**config.mk**
```make
export PLATFORM = sky130hd
export DESIGN_NAME = mem_lsu
export DESIGN_NICKNAME = d
export VERILOG_FILES = /design/src/rtl/mem_lsu_pkg.sv /design/src/rtl/mem_lsu_align.sv /design/src/rtl/mem_lsu_branch.sv /design/src/rtl/mem_lsu.sv
export SDC_FILE = /design/constraint.sdc
export NUM_CORES = 1
export LEC_CHECK = 0
export ABC_AREA = 1
export ABC_CLOCK_PERIOD_IN_PS = 4180
export CAP_MARGIN = 20
export CORE_MARGIN = 1
export CORE_UTILIZATION = 35
export DETAILED_ROUTE_END_ITERATION = 16
export DONT_BUFFER_PORTS = 1
export GPL_ROUTABILITY_DRIVEN = 0
export HOLD_SLACK_MARGIN = 0.12
export PLACE_DENSITY = 0.45
export SLEW_MARGIN = 15
export SYNTH_ARGS = -nofsm -noshare
export SYNTH_HDL_FRONTEND = slang
export SYNTH_SLANG_ARGS = --single-unit
```
**constraint.sdc**
```tcl
create_clock -name clk_in -period 4.18 [get_ports clk_in]
set_input_delay 0.209 -clock clk_in [delete_from_list [all_inputs] [get_ports clk_in]]
set_output_delay 0.209 -clock clk_in [all_outputs]
set_load 0.05 [all_outputs]
```
**src/rtl/mem_lsu_pkg.sv**
```systemverilog
// Shared types for the load/store unit: memory access size, the control
// vector fields it consumes, FSM states and the alignment rule.
package mem_lsu_pkg;

    typedef enum logic [1:0] {
        MEM_B = 2'b00,
        MEM_H = 2'b01,
        MEM_W = 2'b10
    } mem_size_t;

    typedef struct packed {
        logic      branch;
        logic      branch_neq;
        mem_size_t mem_size;
        logic      mem_unsigned;
    } riscv_control_t;

    typedef enum logic {
        IDLE = 1'b0,
        WAIT = 1'b1
    } lsu_state_t;

    // Wide enough to hold LATENCY-1 for LATENCY up to 4.
    localparam int CNT_W = 2;

    // Halfwords need an even address; words (and the unused size 11) need
    // a four-byte aligned address; bytes are always aligned.
    function automatic logic misaligned_access(mem_size_t size, logic [1:0] lane);
        logic bad;
        case (size)
            MEM_B:   bad = 1'b0;
            MEM_H:   bad = lane[0];
            default: bad = (lane != 2'b00);
        endcase
        return bad;
    endfunction

endpackage

```
**src/rtl/mem_lsu_align.sv**
```systemverilog
// Picks the addressed byte or halfword out of a memory word and extends it
// to the full width (zero- or sign-extension).
module lsu_align
    import mem_lsu_pkg::*;
#(
    parameter int WIDTH = 32
) (
    input  logic [WIDTH-1:0] word,
    input  logic [1:0]       lane,
    input  mem_size_t        size,
    input  logic             is_unsigned,
    output logic [WIDTH-1:0] result
);

    logic [7:0]  lane_byte;
    logic [15:0] lane_half;

    // Lane extraction and extension; size 11 behaves as a full word.
    always_comb begin
        lane_byte = word[{lane, 3'b000} +: 8];
        lane_half = word[{lane[1], 4'b0000} +: 16];
        case (size)
            MEM_B:   result = is_unsigned ? {{(WIDTH-8){1'b0}}, lane_byte}
                                          : {{(WIDTH-8){lane_byte[7]}}, lane_byte};
            MEM_H:   result = is_unsigned ? {{(WIDTH-16){1'b0}}, lane_half}
                                          : {{(WIDTH-16){lane_half[15]}}, lane_half};
            default: result = word;
        endcase
    end

endmodule

```
**src/rtl/mem_lsu_branch.sv**
```systemverilog
// Branch decision: taken on equal when zero is set, or on not-equal when clear.
module select_branch (
    input  logic branch,
    input  logic branch_neq,
    input  logic zero,
    output logic taken
);

    assign taken = (branch & zero) | (branch_neq & ~zero);

endmodule

```
**src/rtl/mem_lsu.sv**
```systemverilog
// Load/store unit: word-organised memory with byte-lane writes, a
// multi-cycle load path that stalls the pipeline, misalignment reporting
// and the branch-taken decision.
module mem_lsu
    import mem_lsu_pkg::*;
#(
    parameter int WIDTH   = 32,
    parameter int INDEX   = 5,
    parameter int LATENCY = 1
) (
    input  logic                 clk_in,
    input  logic                 rst_in,
    input  logic                 we_in,
    input  logic                 re_in,
    input  logic                 zero_in,
    input  riscv_control_t       ctrl_vector_in,
    input  logic [WIDTH-1:0]     address_in,
    input  logic [WIDTH-1:0]     data_in,
    output logic                 pc_src_out,
    output logic                 stall_out,
    output logic                 valid_out,
    output logic [WIDTH-1:0]     data_out,
    output logic                 misalign_out,
    output logic [WIDTH-1:0]     bad_addr_out
);

    localparam int LANES = WIDTH / 8;
    localparam int DEPTH = 2 ** INDEX;

    lsu_state_t       state, state_next;
    logic [CNT_W-1:0] cnt, cnt_next;
    logic [WIDTH-1:0] mem [DEPTH];

    logic [INDEX-1:0] idx;
    logic [1:0]       lane;
    logic             misaligned;
    logic             store_go;
    logic             load_done;
    logic [LANES-1:0] lane_we;
    logic [WIDTH-1:0] store_data;
    logic [WIDTH-1:0] load_ext;

    assign idx        = address_in[INDEX+1:2];
    assign lane       = address_in[1:0];
    assign misaligned = misaligned_access(ctrl_vector_in.mem_size, lane);

    select_branch u_branch (
        .branch     (ctrl_vector_in.branch),
        .branch_neq (ctrl_vector_in.branch_neq),
        .zero       (zero_in),
        .taken      (pc_src_out)
    );

    lsu_align #(.WIDTH(WIDTH)) u_align (
        .word        (mem[idx]),
        .lane        (lane),
        .size        (ctrl_vector_in.mem_size),
        .is_unsigned (ctrl_vector_in.mem_unsigned),
        .result      (load_ext)
    );

    // Byte-lane enables and lane-replicated store data for the access size.
    always_comb begin
        case (ctrl_vector_in.mem_size)
            MEM_B: begin
                lane_we    = LANES'(1) << lane;
                store_data = {LANES{data_in[7:0]}};
            end
            MEM_H: begin
                lane_we    = LANES'(3) << lane;
                store_data = {(LANES/2){data_in[15:0]}};
            end
            default: begin
                lane_we    = '1;
                store_data = data_in;
            end
        endcase
    end

    // FSM state and load latency counter.
    always_ff @(posedge clk_in or posedge rst_in) begin
        if (rst_in) begin
            state <= IDLE;
            cnt   <= '0;
        end else begin
            state <= state_next;
            cnt   <= cnt_next;
        end
    end

    // Next state, stall and store strobe; a store wins over a simultaneous load.
    always_comb begin
        state_next = state;
        cnt_next   = cnt;
        stall_out  = 1'b0;
        store_go   = 1'b0;
        load_done  = 1'b0;
        case (state)
            IDLE: begin
                if (we_in && !misaligned) begin
                    store_go = 1'b1;
                end else if (re_in && !misaligned) begin
                    stall_out  = 1'b1;
                    cnt_next   = CNT_W'(LATENCY - 1);
                    state_next = WAIT;
                end
            end
            WAIT: begin
                stall_out = 1'b1;
                if (cnt == '0) begin
                    load_done  = 1'b1;
                    state_next = IDLE;
                end else begin
                    cnt_next = cnt - CNT_W'(1);
                end
            end
            default: state_next = IDLE;
        endcase
        if (rst_in) begin
            stall_out = 1'b0;
            store_go  = 1'b0;
        end
    end

    // Memory array: per-lane writes, contents survive reset.
    always_ff @(posedge clk_in) begin
        if (store_go) begin
            for (int i = 0; i < LANES; i++) begin
                if (lane_we[i]) begin
                    mem[idx][8*i +: 8] <= store_data[8*i +: 8];
                end
            end
        end
    end

    // Registered load result, valid pulse and misalignment report.
    always_ff @(posedge clk_in or posedge rst_in) begin
        if (rst_in) begin
            valid_out    <= 1'b0;
            data_out     <= '0;
            misalign_out <= 1'b0;
            bad_addr_out <= '0;
        end else begin
            valid_out    <= load_done;
            misalign_out <= 1'b0;
            if (load_done) begin
                data_out <= load_ext;
            end
            if (state == IDLE && (we_in || re_in) && misaligned) begin
                misalign_out <= 1'b1;
                bad_addr_out <= address_in;
            end
        end
    end

endmodule

```
* Word-level counts from Yosys, hierarchy flattened
Memory sizes are Yosys's and may differ from the RTL's.
Cells that the tools add are included.
** Storage, ports and cells
- Input port bits :: 74
- Output and inout port bits :: 68
- Register bits :: 69
- Memories :: 1
- Memory bits (writable) :: 1024
- Word-level logic and storage cells :: 65
** Cells by class
- Equality and inequality tests :: 4
- Shift operators :: 4
- Reduce and logical (&&, ||, !) cells :: 10
- Add/subtract/negate cells :: 1
- Bitwise operators :: 5
- Muxes and demuxes :: 34
** Memories
- mem :: depth 32, width 32, rd ports 1, clocked after Yosys merged registers in 0, write ports 1, line mem_lsu.sv:32 : logic [WIDTH-1:0] mem [DEPTH];
** Operators with widths (count)
- 32-bit one-hot mux with 2 select lines :: 2
- 32-bit 2-to-1 mux :: 2
- 32-bit by 6-bit variable part select with 16-bit output :: 1
- 32-bit by 6-bit variable part select with 8-bit output :: 1
- 1-bit 2-to-1 mux :: 22
- 4-bit one-hot mux with 2 select lines :: 1
- 2-bit 2-to-1 mux :: 3
- 2-bit != test (second input constant) :: 3
- 1-bit one-hot mux with 2 select lines :: 3
- 1-bit logical AND :: 4
- 2-bit logical NOT :: 2
- 2-bit one-hot mux with 2 select lines :: 1
- 1-bit by 2-bit << shifter with 4-bit output (first input constant) :: 1
- 2-bit by 2-bit << shifter with 4-bit output (first input constant) :: 1
- 3-bit AND reduction :: 1
- 1-bit bitwise AND :: 2
- 2-bit by 1-bit equality test with 1-bit output (second input constant) :: 1
- 1-bit inverter :: 2
- 2-bit nonzero test :: 1
- 2-bit by 1-bit subtractor with 2-bit output (second input constant) :: 1
- 1-bit logical NOT :: 1
- 1-bit logical OR :: 1
- 1-bit bitwise OR :: 1

* Depth between registers and ports, before layout
- Depth in word-level cells :: 9
- Mapped depth :: 20
- Mapped depth without buffers :: 17

* Modules after synthesis
From an unflattened synthesis, not the netlist that was laid out.
** Unflattened totals
- Cell total of the unflattened synthesis :: 4748
- Area, all modules :: 47130.2 µm²
** Modules (own cells, without submodules)
- mem_lsu :: instances 1, area each 46270.6 µm², seq. area each 32476.1 µm², cells each 4585
- lsu_align :: instances 1, area each 844.6 µm², seq. area each 0.0 µm², cells each 159
- select_branch :: instances 1, area each 15.0 µm², seq. area each 0.0 µm², cells each 4

* Worst setup path before layout
No wires, ideal clock.
- Path kind :: input to register
- From :: input ctrl_vector_in[2] (netlist bit)
- To :: memory mem[0][10], data pin
- Path buffers :: 2
- Path slack :: 1.577 ns
- Library setup time :: 0.454 ns
- Required time :: 3.726 ns
- Arrival :: 2.149 ns
- Stages :: 4
- Path through :: clkbuf_1 > nor2_1 > clkbuf_1 > o21ai_0
** On the way
- Longest elaborated chain between the ends :: 2
- Elaborated cells on any way between the ends :: 3
- Classes of those cells :: eq/ne (1); mux (1); reduce/logical (1)
** RTL lines
- start, declared :: line mem_lsu.sv:16 : input riscv_control_t ctrl_vector_in,
- 2-bit by 1-bit equality test with 1-bit output or 2-bit logical NOT (tied branches) :: line mem_lsu.sv:64 : case (ctrl_vector_in.mem_size)
- 32-bit one-hot mux with 2 select lines * :: line mem_lsu.sv:64
- net store_data[10] :: line mem_lsu.sv:40 : logic [WIDTH-1:0] store_data;
- end, declared :: line mem_lsu.sv:32
Mark *: on every way through the listed nets, which the timed path passes. The rest lies on a longest branch.

* Final worst setup path
- From :: input address_in[3]
- To :: register data_out[7]
** On the way
- Longest elaborated chain between the ends :: 4
- Elaborated cells on any way between the ends :: 6
- Classes of those cells :: shift (2); mux (3); memory (1)
** RTL lines
- start, declared :: line mem_lsu.sv:17 : input logic [WIDTH-1:0] address_in,
- memory read 32 x 32 bit *
- 32-bit by 6-bit variable part select with 16-bit output or 32-bit by 6-bit variable part select with 8-bit output (tied branches) :: line mem_lsu_align.sv:21, mem_lsu_align.sv:20
- 32-bit 2-to-1 mux (on tied branches) :: line mem_lsu_align.sv:25, mem_lsu_align.sv:23
- 32-bit one-hot mux with 2 select lines * :: line mem_lsu_align.sv:22 : case (size)
- end signal, assigned :: line mem_lsu.sv:147 : data_out <= load_ext;
- end, declared :: line mem_lsu.sv:22 : output logic [WIDTH-1:0] data_out,
Every way passes the cells marked *; elsewhere a longest branch is shown, timed or not.
A chain may end at the register's enable or synchronous reset.

==> flow_summary.ini <==
[timing]
slew_headroom_pct = 22.9
fin_skew_ns = 0.0401
post-route-min-period_ns = 4.02
max_freq_mhz = 248
worst_slew_pin_slew_ns = 1.16
fin_tns_setup_ns = 0
hold_viol = 0
rsz0062_at_grt = false
slew_violations = 0
setup_violations = 0
period_share_pct = 96.3

[routing]
viasPerCell = 5.23
totalWireLength_um = 135000
first_pass_iters = 6
ant_nets = 0
wirelength_met1_um = 58300
met3WireLength_um = 9520
wl_per_cell_um = 26.2
highest_layer = met5
drc = 0
wl_met2_um = 63900
vias = 26900
dr.first_iter.drc_count = 2586

[floorplanning]
chipWidth_um = 352
core_area_um2 = 122000
ioPinCount = 142
fp-row-count = 128
dieHeight_um = 352
initial_core_util_pct = 35.3
die_area_um2 = 124000

[synth]
synth_common_cells = 1,063 x nand2_1, 1,024 x edfxtp_1, 406 x a22oi_1, 191 x nor2_1, 89 x clkbuf_1
syn_avg_cell_area_um2 = 13.1
syn-cell-area_um2 = 42900
yosys_register_bits = 1093
syn_inst = 3271
synth_top_area_share_pct = 71.8
syn-num-nets = 3346
yosys-top-cells-area = edfxtp_1 72%, nand2_1 9.3%, a22oi_1 7.1%
yosys_most_used_dff = edfxtp_1
ys_types = 35
ys_seq_area_share_pct = 75.8
synth.most_common_cell = nand2_1
yosysWarnings = 0
async_reset_ff_share_pct = 6.31
yosys.area.top_type = edfxtp_1
synth_edf_count = 1024

[placement]
dp.cells = 4823
dp_hpwl_um = 83500
io_buffers = 0

[cts]
cts_root_buf = clkbuf_16
cts.sinks = 1093
post_cts_buffers = 0
cts_tree = yes
htreeDepth = 3
cts_made_buffers = 113
clk_latency_ns = 0.72
clockBufferDepth = 3
clk_pin_slew_ns = 0.07

[power_and_ir_drop]
max-vdd-ir-drop_uv = 336
power_leakage_nw = 17.8
powerDensity_nw_per_um2 = 504

[hold_path]
worst_hold_path_type = in2reg
hold_start = data_in[17]

[run]
maxCapViolations = 0

[grt]
grt_overflow = 0
antenna_found_initial = 7
track_usage_pct = 21.5
grt_pass1_wl_um = 195000
grt_max_degree = 128
grt_pass1_vias = 26900

[worst_setup_path]
r2r-start = mem[14][31]$_DFFE_PP_
path_max_fanout = 21
worstSetupStartpoint = address_in[3]
cp-end-kind = flip-flop
cp.required_ns = 4.83
arrival_ns = 4.67
start_kind = input pin
path_class = in2reg

[layout]
area_growth_pct = 16.5
layout.nets = 3493
drive_above_1_share_pct = 9.37
n_fill_cell = 11300
final_util_pct = 41.1
final_cells = 5147

[run_status]
status = completed
==> cell usage in the layout (no fill, tap or decap), drive strengths merged, types with 51 or more instances in the layout <==
cell         count
nand2         1063
edfxtp        1024
a22oi          406
nor2           193
clkbuf         150
buf            120
dlygate4sd3     91
inv             85
nand3           72
dfrtp           69
a21oi           51
==> stage by stage <==
stage	power [mW]	setup slack, ns	area, µm²	hold WS, ns
finish	25.1	0.156	49900	0.145
floorplan	14.6	1.58	42900	0.308
global placement	15.4	0.981	45100	0.317
detailed placement	15.4	0.956	45100	0.316
CTS	25.3	0.147	49700	0.121
global route	25.9	0.0594	49900	0.144
==> final timing paths <==
check,depth (start not counted),to,slack [ns]
setup / recovery,19,data_out[7]$_DFFE_PP0P_,0.16
hold / removal,3,mem[23][17]$_DFFE_PP_,0.14
setup reg to reg,18,data_out[7]$_DFFE_PP0P_,0.29
hold reg to reg,2,cnt[1]$_DFFE_PP0P_,0.55
max in group asynchronous,3,bad_addr_out[24]$_DFFE_PP0P_,3.05
min in group asynchronous,2,bad_addr_out[4]$_DFFE_PP0P_,0.19
==> worst max-delay path, cell delays in order <==
cell and delay [ns]:
dlygate4sd3_1 0.62, inv_2 0.10, buf_4 0.35, nand2_1 0.10, nand2_1 0.14, nand2_1 0.09
nand2_1 0.12, nor2_1 0.06, nand2_1 0.11, nand2_1 0.09, nand2_1 0.08, dlygate4sd3_1 0.55
nand2_1 0.05, nand2_1 0.09, dlygate4sd3_1 0.56, nand2_1 0.05, dlygate4sd3_1 0.56, a31oi_1 0.14
dlygate4sd3_1 0.57
==> routing by layer <==
layer  track usage [%]  up-vias
met1              29.2    13800
met5                 0        -
met4              5.18        8
li1                  -    12200
met2              35.1      839
met3              4.69      163
==> area by class of cell <==
cell class                 instances  area (µm²)  share of cell area, %
clock buffer                     149        3040                   6.10
sequential                      1093       32500                   65.1
clock inverter                    59         522                   1.05
multi-input combinational       1913        9340                   18.7
tap                             1625        2030                   4.07
antenna                           11        27.5                 0.0551
inverter                          85         327                  0.654
timing repair buffer             212        2160                   4.32
==> what timing repair did <==
action | in CTS | in global routing
setup endpoints to repair | 0 | 1
hold endpoints to repair | 874 | 9
hold buffers | 99 | 2
resized for setup | 0 | 4
==> flip-flops by register name (all words and copies together), names as in the netlist <==
signal and flops:
mem 1024, bad_addr_out 32, data_out 32, cnt 2
misalign_out 1, state 1, valid_out 1
==> cells by family (layout without fill, tap and decap cells) <==
kind of cell / count (synthesis) / in the layout / share of synthesized area [%]
buffers and inverters: 265 / 505 / 2.62
flip-flops: 1093 / 1093 / 75.8
AND/OR/NAND/NOR: 1394 / 1394 / 12.9
multiplexers: 1 / 1 / 0.0263
AO/OA/AOI/OAI: 517 / 517 / 8.60
adder cells (fa/ha/maj): 1 / 1 / 0.0292
other: 0 / 11 / 0
==> report_power, final <==
group	total [mW]	internal (mW)	switching (mW)	leakage [nW]
Combinational	1.98	0.608	1.37	5.98
Sequential	13.4	12.3	1.10	10.1
Clock	9.78	5.49	4.29	1.74
Note: power is estimated with default switching activity, not from simulation.
